### src/rtl/fc_sequencer.sv
// fc_sequencer: feeds one fc_layer image, steps it through every class, and reports the signed argmax
module fc_sequencer #(
    parameter int NUM_INPUT_DATA  = 48,
    parameter int NUM_OUTPUT_DATA = 10,
    parameter int DATA_W          = 12,
    parameter int CLASS_W         = 4
) (
    input  logic                      clk,
    input  logic                      rst,
    input  logic                      in_valid,
    output logic                      in_ready,
    input  logic signed [DATA_W-1:0]  in_data_1,
    input  logic signed [DATA_W-1:0]  in_data_2,
    input  logic signed [DATA_W-1:0]  in_data_3,
    output logic                      dp_rst,
    output logic                      dp_valid_in,
    output logic signed [DATA_W-1:0]  dp_data_1,
    output logic signed [DATA_W-1:0]  dp_data_2,
    output logic signed [DATA_W-1:0]  dp_data_3,
    input  logic                      dp_valid_out,
    input  logic signed [DATA_W-1:0]  dp_out_data,
    output logic                      result_valid,
    input  logic                      result_ready,
    output logic [CLASS_W-1:0]        result_class,
    output logic signed [DATA_W-1:0]  result_score
);
    localparam int BEATS = NUM_INPUT_DATA / 3;
    localparam int BW    = BEATS > 1 ? $clog2(BEATS) : 1;
    typedef enum logic [2:0] {LOAD, WAIT, STEP, DONE, FLUSH} state_t;
    state_t state, state_n;
    logic [BW-1:0] beat_cnt;
    logic [CLASS_W-1:0] cls_cnt, best_class;
    logic signed [DATA_W-1:0] best_score;
    logic beat, last_beat, cap, last_cls;
    assign beat      = state == LOAD && in_valid;
    assign last_beat = beat && beat_cnt == BW'(BEATS - 1);
    assign cap       = state == WAIT && dp_valid_out;
    assign last_cls  = cls_cnt == CLASS_W'(NUM_OUTPUT_DATA - 1);
    assign in_ready     = !rst && state == LOAD;
    assign dp_valid_in  = !rst && (beat || state == STEP);
    assign dp_rst       = rst || state == FLUSH;
    assign dp_data_1    = in_data_1;
    assign dp_data_2    = in_data_2;
    assign dp_data_3    = in_data_3;
    assign result_valid = !rst && state == DONE;
    assign result_class = rst ? '0 : best_class;
    assign result_score = rst ? '0 : best_score;
    always_comb begin
        state_n = state;
        case (state)
            LOAD:    state_n = last_beat ? WAIT : LOAD;
            WAIT:    state_n = cap ? (last_cls ? DONE : STEP) : WAIT;
            STEP:    state_n = WAIT;
            DONE:    state_n = result_ready ? FLUSH : DONE;
            FLUSH:   state_n = LOAD;
            default: state_n = LOAD;
        endcase
    end
    always_ff @(posedge clk) begin
        if (rst) begin
            state      <= LOAD;
            beat_cnt   <= '0;
            cls_cnt    <= '0;
            best_class <= '0;
            best_score <= '0;
        end else begin
            state <= state_n;
            if (beat)
                beat_cnt <= last_beat ? '0 : beat_cnt + 1'b1;
            if (cap) begin
                cls_cnt <= last_cls ? cls_cnt : cls_cnt + 1'b1;
                // strict compare keeps the lowest index on ties
                if (cls_cnt == '0 || dp_out_data > best_score) begin
                    best_score <= dp_out_data;
                    best_class <= cls_cnt;
                end
            end
            if (state == FLUSH)
                cls_cnt <= '0;
        end
    end
endmodule

### config.mk
export PLATFORM = sky130hd
export DESIGN_NAME = fc_sequencer
export DESIGN_NICKNAME = d
export VERILOG_FILES = /design/src/rtl/fc_sequencer.sv
export SDC_FILE = /design/constraint.sdc
export NUM_CORES = 1
export LEC_CHECK = 0
export ABC_AREA = 1
export CAP_MARGIN = 10
export CORE_MARGIN = 10
export CORE_UTILIZATION = 43
export CTS_CLUSTER_SIZE = 30
export DETAILED_ROUTE_END_ITERATION = 6
export HOLD_SLACK_MARGIN = 0.15
export MAX_ROUTING_LAYER = met4
export PLACE_DENSITY = 0.86
export SETUP_SLACK_MARGIN = 0.15
export SYNTH_ARGS = -nofsm -noshare
export SYNTH_HDL_FRONTEND = slang
export SYNTH_SLANG_ARGS = --single-unit
### constraint.sdc
create_clock -name clk -period 2.9 [get_ports clk]
set_clock_uncertainty 0.2 [all_clocks]
set_input_delay 0.435 -clock clk [delete_from_list [all_inputs] [get_ports clk]]
set_output_delay 0.435 -clock clk [all_outputs]
set_load 0.01 [all_outputs]
==> results by group <==
Floorplan
  • # rows: 25
  • Die area: 8130 µm²
  • Die height: roughly 90 µm
  • Initial cell density of the core: 0.445
  • Core Area: 4750 µm²
  • Io pins: between 100 and 150
  • Die W: 90.2 µm

Layout
  • Filler cell count: 492
  • Layout area overhead: 7.92%
  • ANT cells: 0
  • Commonest non-fill, non-tap cell in the layout: inv_1
  • Fraction of layout cells with a size suffix above 1: 0.146
  • Most frequent cells in the layout: 50 x inv_1, 40 x nand2_1, 36 x nor2_1, 36 x clkdlybuf4s50_1, 27 x dfxtp_1
  • Layout net count: ~370
  • Fin util: 0.481

Clocking
  • Clk root buf: clkbuf_8
  • CTS hold repair buffers: 0
  • H-tree depth: 1
  • # resized after CTS: 0
  • CTS tree: built
  • Clk slew on worst S/H paths: 0.10 ns
  • Inserted Clock Buffers: 3
  • Clock tree buffer depth: 2
  • Worst-Skew Late Latency: 0.28 ns
  • CTS sink cnt: 27
  • Post-CTS Setup Inserts: 0

STA
  • Slew Limit Fails: 0
  • Max Fclk: 395 MHz
  • Worst-Margin Slew: 0.414 ns
  • Final WS setup: 0.371 ns
  • Total Neg Setup Slack: 0 ns
  • Minimum clock period after layout: between 2 and 3 ns
  • Final Setup Violations: 0
  • Max-slew headroom: 0.724
  • Hold Vio Cnt, Final: 0
  • RSZ-0062 raised after global routing: no
  • Final cycle utilization of the critical path: 0.872

Route
  • Detailed Route Iter0 Violations: 77
  • Routed Antenna Nets: 0
  • Routed via count: 1659
  • Routed wire length: 4140 µm
  • Residual DRC: 0
  • Initial DRT Pass Iterations: 4
  • Via/cell ratio: roughly 4.6
  • Drt wl/cell: 11.4 µm

Placement
  • Detailed placement HPWL: roughly 3300 µm
  • Post-Place Worst Slack: 0.179 ns
  • Count of buffers from port buffering: 36
  • GPL Wtd Cong: between 0.8 and 0.9

Global route
  • Grt ovf: 0
  • Vias in the first global route: 1639
  • Overall routing resource usage: 0.105
  • First-pass GRT wire length: 7320 µm
  • Largest net degree at the start of global routing: 33
  • Antenna violations before repair: 0

Logic synthesis
  • Total of warnings raised by yosys: 0
  • Largest family of logic cells by synthesized area: simple AND/OR/NAND/NOR gates
  • Synth Flop Type: dfxtp_1
  • Complex-gate fraction of the synthesized area: 0.0898
  • Post-synth EDFFs: 0
  • Adder-Cell Fraction of Synth Area: 0.0946
  • Post-synthesis share of cell area spent on xor and xnor gates: 0.00414
  • Asr flop ratio synth: 0
  • Syn Area/Cell: 7.13 µm²
  • Syn nets: 366
  • Synth Area in Simple Gates: 0.297
  • Multiplexer area fraction after synthesis: 0
  • Post-synthesis instance area: 2120 µm²
  • Cells after synthesis: 297
  • Distinct cells, synth: 32
  • #FFs+latches synth: 27
  • Sequential share of the synthesized area: 0.255

Power
  • Power Density: 302 nW/µm²
  • Total design power: 689 µW
  • VDD IR max: 0.214 mV
  • Leakage: 0.964 nW

Worst hold path
  • Min-Delay Path Class: flip-flop to flip-flop
  • Hold path endpoint: best_score[11]$_SDFFE_PP0P_
  • Min-delay src: best_score[11]$_SDFFE_PP0P_
  • Hold Path Stages: 2

Critical path
  • Reg2Reg Depth: 13
  • Reg2reg end: best_class[2]$_SDFFE_PP0P_
  • Reg2reg setup slack: roughly 0.7 ns
  • CP Max Fanout: 5
  • RR Startpoint: best_score[11]$_SDFFE_PP0P_
  • Critical Path RT: 2.27 ns
  • Setup CP Type: input pin to primary output
  • Setup crit end kind: primary output
  • Critical Path AT: 1.89 ns
  • CP Launch Point: rst
  • Setup crit start kind: input pin

Run
  • Max_cap viols: 0

Outcome
  • Status: complete, no violations
-- routing by layer --
metal / share of wire / track usage / up-vias
met4: 0.014 / 0.0385 / 0
li1: - / - / 883
met2: 0.46 / 0.169 / 46
met5: 0 / - / -
met3: 0.062 / 0.0291 / 13
met1: 0.46 / 0.122 / 717
-- power breakdown --
| group | internal [mW] | switching (mW) | total (mW) |
|---|---|---|---|
| logic | 0.0456 | 0.0475 | 0.0931 |
| registers | 0.373 | 0.00228 | 0.375 |
| clock network | 0.0965 | 0.124 | 0.220 |
-- metrics by stage --
step / instance area (µm²) / hold WS, ns / std cells
global route: 2280 / 0.326 / 362
CTS: 2280 / 0.295 / 362
detailed placement: 2240 / 0.271 / 358
finish: 2280 / 0.292 / 362
floorplan: 2120 / 0.252 / 297
global placement: 2240 / 0.264 / 358
-- state kept, by name (all words and copies together), names as in the netlist --
signal and cells:
cls_cnt 4, state 3, best_class 4, beat_cnt 4, best_score 12
-- kinds of logic (layout without fill, tap and decap cells) --
group | after synthesis | after routing
buffers and inverters | 98 | 96
adders and majority gates | 16 | 16
AOI/OAI and AO/OA | 32 | 32
xor gates and xnor gates | 1 | 1
and+or+nand+nor | 123 | 123
DFF | 27 | 27
-- cell usage after synthesis (2+ instances only) --
cell type	instances	area [µm²]
a21oi_2	6	52.6
ha_1	16	200
or2_2	2	12.5
inv_1	50	188
buf_2	2	10.0
nand2_1	40	150
dfxtp_1	27	541
nand4_1	4	25.0
clkbuf_1	3	11.3
o21ai_0	2	10.0
a21oi_1	19	95.1
nand2_2	3	18.8
nor2_1	36	135
nor2_2	6	37.5
buf_4	38	285
a31oi_1	2	12.5
nand3_2	15	150
nand3_1	8	40.0
nor3_1	5	25.0
-- cell type report --
cell class / instances / area [µm²] / share of cell area
inverters: 52 / 195 / 0.0854
repair buffers: 40 / 390 / 0.171
clock buffers: 3 / 41.3 / 0.0181
clock inverters: 1 / 5.00 / 0.00219
flip-flops and latches: 27 / 541 / 0.237
well taps: 67 / 83.8 / 0.0367
multi-input cells: 172 / 1030 / 0.450
-- worst max path at each step --
stage | end | slack [ns] | cells past startpoint
3_3_place_gp | best_class[2]$_SDFFE_PP0P_ | 0.26 | 11
3_5_place_dp | best_class[2]$_SDFFE_PP0P_ | 0.18 | 11
6_report | dp_rst | 0.37 | 4
2_1_floorplan | best_class[2]$_SDFFE_PP0P_ | 0.89 | 9
5_1_grt | dp_rst | 0.25 | 4
4_1_cts | dp_rst | 0.34 | 4
-- worst max-delay path: stages --
cell and delay, ns:
clkdlybuf4s50_1 0.52, clkinv_1 0.10, o21ai_1 0.22, clkdlybuf4s50_1 0.62
Note: power is estimated with default switching activity, not from simulation.
